**src/rtl/event_packet_decoder.sv**
```systemverilog
// event_packet_decoder
//   Frames the raw uart_rx byte stream into 4-byte checksummed event packets
//   ({0,x}, {0,y}, {7'b0,pol}, xor of the first three), buffers good events in
//   a small FIFO and presents them on a valid/ready interface. Also decodes the
//   0xFF ping byte and reports dropped packets.
// Ports:
//   clk, rst             - clock, synchronous active-high reset
//   rx_data, rx_valid    - byte stream from uart_rx (one-cycle strobe)
//   ev_valid, ev_ready   - event handshake (FIFO head)
//   ev_x, ev_y, ev_pol   - head event fields (combinational FIFO read)
//   ping                 - one-cycle pulse per ping byte
//   err_chk/tmo/ovf      - one-cycle pulses: checksum, timeout, FIFO overflow
//   drop_count           - saturating count of dropped packets
module event_packet_decoder #(
   parameter int unsigned FIFO_DEPTH   = 8,
   parameter int unsigned TIMEOUT_CLKS = 2080
) (
   input  logic       clk,
   input  logic       rst,
   input  logic [7:0] rx_data,
   input  logic       rx_valid,
   output logic       ev_valid,
   input  logic       ev_ready,
   output logic [6:0] ev_x,
   output logic [6:0] ev_y,
   output logic       ev_pol,
   output logic       ping,
   output logic       err_chk,
   output logic       err_tmo,
   output logic       err_ovf,
   output logic [7:0] drop_count
);

   localparam int unsigned AW       = (FIFO_DEPTH > 1) ? $clog2(FIFO_DEPTH) : 1;
   localparam int unsigned CW       = AW + 1;
   localparam logic [CW-1:0] DEPTH_C  = CW'(FIFO_DEPTH);
   localparam logic [15:0]   TMO_LAST = 16'(TIMEOUT_CLKS - 1);

   typedef enum logic [1:0] {S_B0, S_B1, S_B2, S_B3} state_t;

   state_t        state_q;
   logic [6:0]    x_q, y_q;
   logic          pol_q;
   logic [7:0]    xor_q;
   logic [15:0]   tmo_q;
   logic          ping_q, err_chk_q, err_tmo_q, err_ovf_q;
   logic [7:0]    drop_q;

   logic [14:0]   mem_q [FIFO_DEPTH];
   logic [AW-1:0] wr_ptr_q, rd_ptr_q;
   logic [CW-1:0] count_q;

   logic full, pop, tmo_expire, pkt_done, chk_match;
   logic push_d, ovf_d, chk_err_d, drop_d;

   always_comb begin
      full       = (count_q == DEPTH_C);
      pop        = (count_q != '0) && ev_ready;
      // Expiry only without a byte this cycle: a byte on the expiry cycle wins.
      tmo_expire = (state_q != S_B0) && !rx_valid && (tmo_q == TMO_LAST);
      pkt_done   = (state_q == S_B3) && rx_valid;
      chk_match  = (rx_data == xor_q);
      // A full FIFO still takes the write when the head pops the same cycle.
      push_d     = pkt_done && chk_match && (!full || pop);
      ovf_d      = pkt_done && chk_match && full && !pop;
      chk_err_d  = pkt_done && !chk_match;
      drop_d     = ovf_d || chk_err_d || tmo_expire;
   end

   always_ff @(posedge clk) begin
      if (rst) begin
         state_q   <= S_B0;
         x_q       <= '0;
         y_q       <= '0;
         pol_q     <= 1'b0;
         xor_q     <= '0;
         tmo_q     <= '0;
         ping_q    <= 1'b0;
         err_chk_q <= 1'b0;
         err_tmo_q <= 1'b0;
         err_ovf_q <= 1'b0;
         drop_q    <= '0;
      end else begin
         ping_q    <= 1'b0;
         err_chk_q <= 1'b0;
         err_tmo_q <= 1'b0;
         err_ovf_q <= 1'b0;

         if (rx_valid || state_q == S_B0 || tmo_expire) tmo_q <= '0;
         else                                           tmo_q <= tmo_q + 16'd1;

         if (tmo_expire) begin
            err_tmo_q <= 1'b1;
            state_q   <= S_B0;
         end else if (rx_valid) begin
            unique case (state_q)
               S_B0: begin
                  if (rx_data == 8'hFF) begin
                     ping_q <= 1'b1;
                  end else if (!rx_data[7]) begin
                     x_q     <= rx_data[6:0];
                     xor_q   <= rx_data;   // loading B0 doubles as the S0 clear
                     state_q <= S_B1;
                  end
               end
               S_B1: begin
                  y_q     <= rx_data[6:0];
                  xor_q   <= xor_q ^ rx_data;
                  state_q <= S_B2;
               end
               S_B2: begin
                  pol_q   <= rx_data[0];
                  xor_q   <= xor_q ^ rx_data;
                  state_q <= S_B3;
               end
               S_B3: begin
                  err_chk_q <= chk_err_d;
                  err_ovf_q <= ovf_d;
                  state_q   <= S_B0;
               end
               default: state_q <= S_B0;
            endcase
         end

         if (drop_d && drop_q != 8'hFF) drop_q <= drop_q + 8'd1;
      end
   end

   always_ff @(posedge clk) begin
      if (rst) begin
         mem_q    <= '{default: '0};
         wr_ptr_q <= '0;
         rd_ptr_q <= '0;
         count_q  <= '0;
      end else begin
         if (push_d) begin
            mem_q[wr_ptr_q] <= {x_q, y_q, pol_q};
            wr_ptr_q        <= wr_ptr_q + 1'b1;
         end
         if (pop) rd_ptr_q <= rd_ptr_q + 1'b1;
         if (push_d && !pop)      count_q <= count_q + 1'b1;
         else if (pop && !push_d) count_q <= count_q - 1'b1;
      end
   end

   assign ev_valid   = (count_q != '0);
   assign ev_x       = mem_q[rd_ptr_q][14:8];
   assign ev_y       = mem_q[rd_ptr_q][7:1];
   assign ev_pol     = mem_q[rd_ptr_q][0];
   assign ping       = ping_q;
   assign err_chk    = err_chk_q;
   assign err_tmo    = err_tmo_q;
   assign err_ovf    = err_ovf_q;
   assign drop_count = drop_q;

endmodule

```
**config.mk**
```make
export PLATFORM = sky130hd
export DESIGN_NAME = event_packet_decoder
export DESIGN_NICKNAME = d
export VERILOG_FILES = /design/src/rtl/event_packet_decoder.sv
export SDC_FILE = /design/constraint.sdc
export NUM_CORES = 1
export LEC_CHECK = 0
export ABC_AREA = 1
export CORE_MARGIN = 4
export CORE_UTILIZATION = 43
export CTS_CLUSTER_SIZE = 14
export DETAILED_ROUTE_END_ITERATION = 6
export SLEW_MARGIN = 25
export SYNTH_ARGS = -nofsm -noshare
export SYNTH_HDL_FRONTEND = slang
export SYNTH_SLANG_ARGS = --single-unit
```
**constraint.sdc**
```tcl
create_clock -name clk -period 3.65 [get_ports clk]
set_input_delay 0.73 -clock clk [delete_from_list [all_inputs] [get_ports clk]]
set_output_delay 0.73 -clock clk [all_outputs]
set_load 0.1 [all_outputs]
```
==> results.toml <==
[run_status]
outcome = "complete, no violations"

[worst_setup_path]
critical_path_required_ps = 2920
critPathMaxFanout = 18
worst_ep_arrival_time_ps = 2390
critical_path.startpoint_type = "flop"
crit_chain = "inv_1, buf_4, o21ai_0, o22ai_1, nor2_1, a31oi_1, buf_12"
timing.critical_path.buf_inv = 3
cpMaxStageDelayCell = "inv_1"
timing.critical_path.to_type = "primary output"
criticalPathCategory = "reg -> out"
delay_of_the_slowest_cell_on_the_worst_path_ps = 510
critical-path-top-delay-family = "buffers and inverters"

[detailed_routing]
drc_violation_count_after_routing = 0
dr_total_vias = 7942
dr.first_iter.drc_count = 713
post_drt_wl_per_cell_um = 16.09
routed_wl_um = 23570
final_antenna_net_count = 0
detail_route.vias_per_cell = 5.421
detail_route.first_pass.iterations = 6

[logic_synthesis]
synth-seq-cells = 183
async_set_or_reset_flop_fraction_in_the_synthesized_netlist_pct = 0
synthCells = 1189
synth_enable_flop_cells = 0
ys_warn_count = 0
synth_top_flop_cell = "dfxtp_1"
synth.lib_cells_used.distinct = 28
synth_seq_area_share_pct = 43.57
syn-num-nets = 1214
synthesis.area_mm2 = 0.008408
syn_avg_cell_area_um2 = 7.072

[floorplanning]
chipHeight_um = 147.8
start_util_pct = 44.36
rows = 50
core_region_area_mm2 = 0.01896
die-area_mm2 = 0.02186
io_pins = 40
fp.dieW_um = 147.8

[sta]
setup_repair_after_global_routing_missed_its_margin = "false"
totalNegativeSetupSlack_ps = 0
hold_viol = 0
number_of_pins_with_negative_max_slew_slack_in_the_final_report = 0
max_freq_mhz = 321.0
final.period_utilization_pct = 85.35
maxSlewHeadroom_pct = 33.09
max_slew.worst_pin.slew_ps = 1000
finClkSkew_ps = 7.557
timing.final.crit_period_ps = 3115
finalSetupViolCount = 0

[clock_tree]
clock_sink_count = 183
cts_setup_buffers = 0
worst_skew_pair.late_latency_ps = 430
tritoncts = "yes"
post_cts_resize_count = 0
numCtsBuffers = 17
cts-hold-fix-buffers = 0
clk_transition_reported_paths_ps = 70
clock_tree.root_cell = "clkbuf_16"
htreeDepth = 4
maximum_buffer_depth_of_the_clock_tree = 2

[global_route]
globalRouteTotalUtil_pct = 21.90
pin_count_of_the_biggest_net_entering_global_routing = 134
grt_pass1_wl_um = 38800
grt_pass1_vias = 7288
overflow_left_after_global_routing = 0
initial_antenna_violation_count = 0

[cells_and_area]
post-route-cell-area_mm2 = 0.009728
number_of_nets_in_the_finished_design = 1217
fillers = 1898
syn2layout_area_growth_pct = 15.70
post_route_cells_drive_above_1_share_pct = 7.552
antenna_cells_inserted = 0

[flow_run]
max-cap-violations = 0

[placement]
input_output_buffers = 39
gp_routability_congestion = 0.8114
dp.final_hpwl_um = 15000
placed_area_mm2 = 0.009089

[min_path]
min-delay-path-class = "reg -> reg"

[power_and_ir_drop]
power.ir.vdd_worst_mv = 0.4582
p_per_area_mw_per_mm2 = 683.2
leakagePower_nw = 3.506
-- synthesized netlist by cell type, types with 7 or more instances --
cell type | n | area (µm²)
o21ai_0 | 103 | 515.5
ha_1 | 12 | 150.1
nand3_1 | 148 | 740.7
inv_1 | 63 | 236.5
xor2_1 | 7 | 61.31
buf_6 | 16 | 180.2
a21oi_1 | 169 | 845.8
nand2_1 | 202 | 758.2
o22ai_1 | 15 | 93.84
a31oi_1 | 15 | 93.84
clkbuf_1 | 66 | 247.7
nor2_1 | 152 | 570.6
dfxtp_1 | 183 | 3664
-- per-stage QoR --
step | setup slack [ps] | utilization [%] | total power (W) | cells | hold slack (ps)
floorplan | 233.7 | - | 0.003820 | 1189 | 417.9
global placement | 321.9 | 47.95 | 0.004697 | 1433 | 432.4
detailed placement | 235.7 | 47.95 | 0.004697 | 1433 | 440.0
CTS | 514.5 | 51.32 | 0.006695 | 1465 | 457.0
global route | 339.8 | 51.32 | 0.006945 | 1465 | 472.0
finish | 534.8 | 51.32 | 0.006646 | 1465 | 452.7
-- cell type report --
class	instances	area, µm²	area share [%]
well taps	260	325.3	3.344
clock inverters	13	196.4	2.019
clock buffers	19	442.9	4.553
multi-input cells	849	4028	41.40
repair buffers	73	815.8	8.386
inverters	68	255.2	2.624
flip-flops and latches	183	3665	37.67
-- report_power, final --
group | internal, W | switching [W]
Sequential | 0.00205 | 0.0000916
Clock | 0.00118 | 0.000818
Combinational | 0.000764 | 0.00174
Total | 0.00399 | 0.00265
-- registers in the layout (all words and copies together) (netlist names) --
register    count
count_q         4
drop_count      8
err_chk         1
err_ovf         1
err_tmo         1
mem_q         120
ping            1
pol_q           1
rd_ptr_q        3
state_q         2
tmo_q          16
wr_ptr_q        3
x_q             7
xor_q           8
y_q             7
-- layer usage --
metal / wire [µm] / up-vias / global-route usage (%)
li1: - / 3978 / -
met2: 10900 / 220 / 34.53
met4: 311 / 0 / 5.589
met1: 11110 / 3721 / 31.11
met3: 1254 / 23 / 4.077
met5: 0 / - / 0
-- worst paths after layout --
check,from,end,slack (ps),depth (start not counted)
max,rd_ptr_q[1],ev_x[3],530,7
min,tmo_q[0],tmo_q[0],450,1
max reg2reg,count_q[0],count_q[3],1120,15
min reg2reg,tmo_q[0],tmo_q[0],450,1
-- layout by cell type, fill, tap and decap left out, types with 6 or more instances in the layout --
master / n
nand2_1: 202
dfxtp_1: 182
a21oi_1: 169
nor2_1: 152
nand3_1: 148
o21ai_0: 103
inv_1: 63
buf_4: 34
clkdlybuf4s50_1: 22
clkbuf_16: 17
buf_12: 17
o22ai_1: 15
a31oi_1: 15
ha_1: 12
xor2_1: 7
nand4_1: 6
-- cells by family (layout without fill, tap and decap cells) --
family | Yosys count | after routing | share of synthesized area, %
AND/OR/NAND/NOR | 520 | 520 | 26.03
XOR/XNOR | 11 | 11 | 1.146
flip-flops | 183 | 183 | 43.57
buffers and inverters | 157 | 173 | 8.527
adder cells (fa/ha/maj) | 13 | 13 | 2.024
AO/OA/AOI/OAI | 305 | 305 | 18.71
Note: power is estimated with default switching activity, not from simulation.
